**src/rtl/uart_io_receiver_pkg.sv**
```systemverilog
// Shared constants and types for the UART receive path.
//   UART_STATUS_ADDR / UART_DATA_ADDR : default io addresses of the two registers
//   STATUS_*_BIT                      : bit positions inside the status word
//   uart_rx_state_t                   : receive FSM states
package uart_io_receiver_pkg;

  localparam logic [31:0] UART_STATUS_ADDR = 32'h18;
  localparam logic [31:0] UART_DATA_ADDR   = 32'h1c;

  localparam int STATUS_AVAIL_BIT     = 0;
  localparam int STATUS_OVERRUN_BIT   = 1;
  localparam int STATUS_FRAME_ERR_BIT = 2;

  typedef enum logic [2:0] {
    RX_IDLE,
    RX_START,
    RX_DATA,
    RX_STOP,
    RX_BREAK
  } uart_rx_state_t;

endpackage

```
**src/rtl/uart_io_receiver_sync_fifo.sv**
```systemverilog
// Small synchronous FIFO used to buffer received bytes.
//   clk, reset_n        : clock, asynchronous active-low reset (empties the FIFO)
//   push, push_data     : write request; ignored when full unless a pop happens in the same cycle
//   pop                 : read request; ignored when empty
//   pop_data            : head entry (combinational, valid while not empty)
//   full, empty, count  : occupancy status
module sync_fifo
  import uart_io_receiver_pkg::*;
#(
  parameter int WIDTH = 8,
  parameter int DEPTH = 8
) (
  input  logic                     clk,
  input  logic                     reset_n,
  input  logic                     push,
  input  logic [WIDTH-1:0]         push_data,
  input  logic                     pop,
  output logic [WIDTH-1:0]         pop_data,
  output logic                     full,
  output logic                     empty,
  output logic [$clog2(DEPTH):0]   count
);
  localparam int AW = $clog2(DEPTH);
  localparam logic [AW:0] FULL_COUNT = (AW+1)'(DEPTH);

  logic [WIDTH-1:0] mem [DEPTH];
  logic [AW-1:0]    wr_ptr_q, wr_ptr_d;
  logic [AW-1:0]    rd_ptr_q, rd_ptr_d;
  logic [AW:0]      count_q, count_d;
  logic             do_push, do_pop;

  assign empty    = (count_q == '0);
  assign full     = (count_q == FULL_COUNT);
  assign count    = count_q;
  assign pop_data = mem[rd_ptr_q];

  // A pop in the same cycle frees the slot, so a push into a full FIFO succeeds then.
  assign do_pop  = pop && !empty;
  assign do_push = push && (!full || do_pop);

  always_comb begin
    wr_ptr_d = wr_ptr_q;
    rd_ptr_d = rd_ptr_q;
    count_d  = count_q;
    if (do_push) wr_ptr_d = wr_ptr_q + AW'(1);
    if (do_pop)  rd_ptr_d = rd_ptr_q + AW'(1);
    case ({do_push, do_pop})
      2'b10:   count_d = count_q + (AW+1)'(1);
      2'b01:   count_d = count_q - (AW+1)'(1);
      default: count_d = count_q;
    endcase
  end

  always_ff @(posedge clk or negedge reset_n) begin
    if (!reset_n) begin
      wr_ptr_q <= '0;
      rd_ptr_q <= '0;
      count_q  <= '0;
    end else begin
      wr_ptr_q <= wr_ptr_d;
      rd_ptr_q <= rd_ptr_d;
      count_q  <= count_d;
    end
  end

  // Storage carries no reset; contents are only meaningful between the pointers.
  always_ff @(posedge clk) begin
    if (do_push) mem[wr_ptr_q] <= push_data;
  end

endmodule

```
**src/rtl/uart_io_receiver.sv**
```systemverilog
// UART 8N1 receiver with a byte FIFO and an io-mapped status/data register pair.
//   clk, reset_n   : system clock, asynchronous active-low reset
//   uart_rx        : serial input, idle high, asynchronous to clk
//   io_read_en     : read strobe from the core
//   io_address     : read address (STATUS_ADDR or DATA_ADDR)
//   io_read_data   : registered read data, updated the cycle after io_read_en
//   rx_data_avail  : FIFO not empty
module uart_io_receiver
  import uart_io_receiver_pkg::*;
#(
  parameter int          BAUD_DIVIDE = 434,
  parameter int          FIFO_DEPTH  = 8,
  parameter logic [31:0] STATUS_ADDR = UART_STATUS_ADDR,
  parameter logic [31:0] DATA_ADDR   = UART_DATA_ADDR
) (
  input  logic        clk,
  input  logic        reset_n,
  input  logic        uart_rx,
  input  logic        io_read_en,
  input  logic [31:0] io_address,
  output logic [31:0] io_read_data,
  output logic        rx_data_avail
);
  localparam int CNT_W = $clog2(BAUD_DIVIDE);
  localparam int FCW   = $clog2(FIFO_DEPTH) + 1;
  localparam logic [CNT_W-1:0] CNT_LAST = CNT_W'(BAUD_DIVIDE - 1);
  localparam logic [CNT_W-1:0] CNT_MID  = CNT_W'(BAUD_DIVIDE / 2);

  logic           sync1_q, rx_s_q;
  uart_rx_state_t state_q, state_d;
  logic [CNT_W-1:0] cnt_q, cnt_d;
  logic [2:0]     bit_idx_q, bit_idx_d;
  logic [7:0]     shift_q, shift_d;
  logic           frame_err_q, frame_err_d;
  logic           overrun_q, overrun_d;
  logic [31:0]    rd_data_q, rd_data_d;

  logic           push, frame_err_set, overrun_set;
  logic           status_rd, data_rd, pop;
  logic [7:0]     fifo_head;
  logic           fifo_full, fifo_empty;
  logic [FCW-1:0] fifo_count;
  logic [31:0]    status_word;

  sync_fifo #(
    .WIDTH (8),
    .DEPTH (FIFO_DEPTH)
  ) u_fifo (
    .clk       (clk),
    .reset_n   (reset_n),
    .push      (push),
    .push_data (shift_q),
    .pop       (pop),
    .pop_data  (fifo_head),
    .full      (fifo_full),
    .empty     (fifo_empty),
    .count     (fifo_count)
  );

  assign rx_data_avail = (fifo_count != '0);
  assign io_read_data  = rd_data_q;

  // Receive FSM: start bit is confirmed at its midpoint, after which every
  // full bit period lands on the middle of the next bit.
  always_comb begin
    state_d       = state_q;
    cnt_d         = cnt_q;
    bit_idx_d     = bit_idx_q;
    shift_d       = shift_q;
    push          = 1'b0;
    frame_err_set = 1'b0;
    case (state_q)
      RX_IDLE: begin
        cnt_d     = '0;
        bit_idx_d = '0;
        if (!rx_s_q) state_d = RX_START;
      end
      RX_START: begin
        if (cnt_q == CNT_MID) begin
          cnt_d   = '0;
          state_d = rx_s_q ? RX_IDLE : RX_DATA;
        end else begin
          cnt_d = cnt_q + 1'b1;
        end
      end
      RX_DATA: begin
        if (cnt_q == CNT_LAST) begin
          cnt_d     = '0;
          shift_d   = {rx_s_q, shift_q[7:1]};
          bit_idx_d = bit_idx_q + 3'd1;
          if (bit_idx_q == 3'd7) state_d = RX_STOP;
        end else begin
          cnt_d = cnt_q + 1'b1;
        end
      end
      RX_STOP: begin
        if (cnt_q == CNT_LAST) begin
          cnt_d = '0;
          if (rx_s_q) begin
            push    = 1'b1;
            state_d = RX_IDLE;
          end else begin
            frame_err_set = 1'b1;
            state_d       = RX_BREAK;
          end
        end else begin
          cnt_d = cnt_q + 1'b1;
        end
      end
      RX_BREAK: begin
        // A held-low line must not be mistaken for a stream of start bits.
        cnt_d = '0;
        if (rx_s_q) state_d = RX_IDLE;
      end
      default: state_d = RX_IDLE;
    endcase
  end

  // io read port, sticky flags and FIFO pop.
  always_comb begin
    status_rd   = io_read_en && (io_address == STATUS_ADDR);
    data_rd     = io_read_en && (io_address == DATA_ADDR);
    pop         = data_rd && !fifo_empty;
    overrun_set = push && fifo_full && !pop;

    // A set in the same cycle as a clearing read wins.
    frame_err_d = frame_err_set | (frame_err_q & ~status_rd);
    overrun_d   = overrun_set | (overrun_q & ~status_rd);

    status_word = '0;
    status_word[STATUS_AVAIL_BIT]     = rx_data_avail;
    status_word[STATUS_OVERRUN_BIT]   = overrun_q;
    status_word[STATUS_FRAME_ERR_BIT] = frame_err_q;

    rd_data_d = rd_data_q;
    if (io_read_en) begin
      if (status_rd)    rd_data_d = status_word;
      else if (data_rd) rd_data_d = fifo_empty ? 32'h0 : {24'h0, fifo_head};
      else              rd_data_d = 32'h0;
    end
  end

  always_ff @(posedge clk or negedge reset_n) begin
    if (!reset_n) begin
      sync1_q     <= 1'b1;
      rx_s_q      <= 1'b1;
      state_q     <= RX_IDLE;
      cnt_q       <= '0;
      bit_idx_q   <= '0;
      shift_q     <= '0;
      frame_err_q <= 1'b0;
      overrun_q   <= 1'b0;
      rd_data_q   <= '0;
    end else begin
      sync1_q     <= uart_rx;
      rx_s_q      <= sync1_q;
      state_q     <= state_d;
      cnt_q       <= cnt_d;
      bit_idx_q   <= bit_idx_d;
      shift_q     <= shift_d;
      frame_err_q <= frame_err_d;
      overrun_q   <= overrun_d;
      rd_data_q   <= rd_data_d;
    end
  end

endmodule

```
**config.mk**
```make
export PLATFORM = sky130hd
export DESIGN_NAME = uart_io_receiver
export DESIGN_NICKNAME = d
export VERILOG_FILES = /design/src/rtl/uart_io_receiver_pkg.sv /design/src/rtl/uart_io_receiver_sync_fifo.sv /design/src/rtl/uart_io_receiver.sv
export SDC_FILE = /design/constraint.sdc
export NUM_CORES = 1
export LEC_CHECK = 0
export CAP_MARGIN = 30
export CORE_UTILIZATION = 54
export DETAILED_ROUTE_END_ITERATION = 8
export PLACE_DENSITY = 0.79
export SETUP_SLACK_MARGIN = 0.2
export SYNTH_ARGS = -nofsm -noshare
export SYNTH_HDL_FRONTEND = slang
export SYNTH_SLANG_ARGS = --single-unit
```
**constraint.sdc**
```tcl
create_clock -name clk -period 3.2 [get_ports clk]
set_clock_uncertainty 0.05 [all_clocks]
set_input_delay 0.48 -clock clk [delete_from_list [all_inputs] [get_ports clk]]
set_output_delay 0.48 -clock clk [all_outputs]
set_load 0.02 [all_outputs]
```
==> results by group <==
Power
  • Clock Power Share: 0.353
  • Flop pwr share: 0.610
  • Logic gate share of total power: 0.038
  • Total power per unit cell area: 431 nW/um^2
  • Leak pwr: 2.29 nW
  • Cell-internal power: 1.90 mW
  • Switching pwr: 0.526 mW
  • Worst VDD drop: 0.240 mV
  • Sw Ratio: 0.217

Worst setup path
  • Crit-path cells: or4_1 > clkdlybuf4s50_1
  • Slowest-stage cell, CP: or4_1
  • CP endpoint kind: output port
  • Arr. time, crit path: 2020 ps
  • Slowest Stage Delay on Critical Path: 610 ps
  • Req. time, crit path: 2670 ps
  • Worst setup path class: reg -> out
  • CP Max Fanout: 7
  • Nature of the critical path startpoint: flip-flop

Route
  • Drt first-iter violations: 109
  • Routed vias/inst: 5.54
  • DR WL/cell: 17.0 microns
  • Via count: 2822
  • Final ANT Viol Nets: 0
  • DRT Pass-1 Iters: 4
  • Drt total wl: 8.64 mm
  • DR DRC count: 0

Synthesis
  • Top post-synthesis cells by area: edfxtp_1, dfrtp_1, mux4_2
  • Area leader, netlist: edfxtp_1
  • Synth top area share: 0.394
  • Post-synth EDFFs: 64
  • Synth async-reset ratio: 0.413
  • #FFs+latches synth: 109
  • Top-count cell post-synth: edfxtp_1
  • Cells after synthesis: 339
  • Commonest cells post-synth: edfxtp_1, dfrtp_1, buf_4, nor2_1, nand2_1
  • Cell area after synthesis: 4880 sq um
  • Unique masters post-synth: 49
  • Synth warn: 0
  • Top_reg_cell synth: edfxtp_1
  • Seq/Total Area, Yosys: 0.625
  • Average cell area after synthesis: 14.4 sq um

Hold path
  • HP Class: reg -> reg

Global route
  • Largest net degree at the start of global routing: 34
  • Vias in the first global route: 2856
  • First-pass GRT wire length: 14.5 mm
  • Gr usage total: 0.201
  • Gr ovfl total: 0
  • Initial antenna violation count: 0

Final layout
  • Core Util, Final: 0.645
  • Multi-input gate area: 1640 sq um
  • Share of cells above drive strength 1: 0.162
  • Sequential cell area: 3050 sq um
  • Area growth, synth to finish: 15.3%
  • Antenna cells: 0
  • Fill count: 631
  • Final-stage net count: 439

Placed design
  • DP HPWL: 6.24 mm
  • GPL Wtd Cong: 0.800
  • Port Buffers: 44

CTS
  • Clk root buf: clkbuf_8
  • Clock sinks: 109
  • Max Buffers Root-to-Sink: 2
  • Clock-pin slew on the worst setup and hold paths: 100 ps
  • Clock buffer count from CTS: 9
  • H-Tree Depth: 3
  • CTS tree: yes
  • Post-CTS Resized: 0
  • Worst-skew pair later-pin latency: 370 ps

Floorplan
  • Initial Util: 0.559
  • Die X: 97.0 microns
  • Die height: 97.0 microns
  • I/O pin cnt: 69
  • Core Box Area: 8720 sq um
  • Die Area: 9420 sq um
  • Std-Cell Rows: 34

Timing
  • Setup violators final: 0
  • Hold Fails Final Rpt: 0
  • Period utilization: 0.797
  • RSZ-0062 raised after global routing: no
  • Worst Tran Pin Value: 819 ps
  • Max-slew headroom: 0.454
  • Fin crit period: 2550 ps
  • Hold Slack: 312 ps
  • Final TNS setup: 0 ps
  • Fin. max-slew vios: 0
  • FMAX: 392 MHz

Outcome
  • Status: completed

Job
  • Max Cap Viol: 0
## critical path, delay by kind of cell (launching register included)
kind / cells / cell delay [ps]
AND/OR/NAND/NOR: 1 / 610
buffers and inverters: 1 / 570
flip-flops: 1 / 470
## flip-flops by register name, indices dropped and copies added (netlist names)
signal	count
bit_idx_q	3
cnt_q	9
overrun_q	1
sync1_q	1
u_fifo.wr_ptr_q	3
state_q	3
u_fifo.count	4
u_fifo.mem	64
shift_q	8
u_fifo.rd_ptr_q	3
rx_s_q	1
io_read_data	8
frame_err_q	1
## worst paths after layout
kind | start | slack [ps] | end | cells past startpoint
min reg2reg | sync1_q | 310 | rx_s_q | 0
min | sync1_q | 310 | rx_s_q | 0
max in group asynchronous | reset_n | 2060 | rx_s_q | 3
max reg2reg | cnt_q[1] | 910 | u_fifo.mem[0][0] | 7
max | u_fifo.count[1] | 650 | rx_data_avail | 2
min in group asynchronous | reset_n | 480 | io_read_data[5] | 2
## kinds of logic (layout without fill, tap and decap cells)
| logic type | count (synthesis) | count (layout) | share of synthesized area |
|---|---|---|---|
| AO/OA/AOI/OAI | 31 | 31 | 0.0449 |
| XOR/XNOR | 15 | 15 | 0.0269 |
| adder cells (fa/ha/maj) | 7 | 7 | 0.0180 |
| buffers and inverters | 45 | 84 | 0.0557 |
| flip-flops | 109 | 109 | 0.625 |
| multiplexers | 37 | 37 | 0.120 |
| other | 1 | 24 | 0.000769 |
| AND/OR/NAND/NOR | 94 | 94 | 0.109 |
## power by group through the flow
| stage | Sequential [mW] | Combinational [mW] | Clock [mW] |
|---|---|---|---|
| after floorplan | 1.51 | 0.0531 | 0 |
| after global placement | 1.51 | 0.0879 | 0 |
| after detailed placement | 1.51 | 0.0921 | 0 |
| after CTS | 1.48 | 0.0929 | 0.874 |
| after global routing | 1.48 | 0.0984 | 0.930 |
| final | 1.48 | 0.0916 | 0.855 |
## through the flow
step / instance area [sq um] / std cells / total power [mW] / setup WS [ps]
after CTS: 5630 / 509 / 2.44 / 631
final: 5630 / 509 / 2.43 / 648
after global routing: 5630 / 509 / 2.51 / 503
after global placement: 5390 / 491 / 1.60 / 410
after floorplan: 4960 / 362 / 1.56 / 602
after detailed placement: 5410 / 492 / 1.60 / 363
## cell usage in the layout, fill, tap and decap left out, drive strengths merged, types with 3 or more instances in the layout
cell type,n
ha,7
o22ai,7
nor4,7
clkdlybuf4s50,43
conb,24
nand3,5
inv,14
mux2i,10
dfrtp,43
nand2,18
o21ai,6
nor3,7
nand2b,5
xnor2,11
nor4b,3
mux4,16
nor2,24
a21oi,6
xor2,4
mux2,11
and3,5
nand4,6
a22o,5
buf,14
clkbuf,10
edfxtp,64
## layer usage
metal	part of all wire	global-route usage	wire length, microns	up-vias
met5	0	0	0	-
met4	0.014	0.0700	119	0
met3	0.065	0.0542	561	11
met2	0.48	0.322	4160	101
met1	0.44	0.266	3790	1374
li1	-	-	-	1336
## area by class of cell
type / instances / share of cell area
Sequential cell: 109 / 0.542
Timing Repair Buffer: 58 / 0.0988
Inverter: 10 / 0.00667
Multi-Input combinational cell: 208 / 0.292
Tap cell: 108 / 0.0240
Clock buffer: 10 / 0.0227
Clock inverter: 6 / 0.0138
## what timing repair did
item | CTS | global route
endpoints found under the hold margin | 12 | 0
hold buffers | 1 | 0
buffers inserted | 0 | 0
No activity file was read; power rests on OpenSTA's default activity.
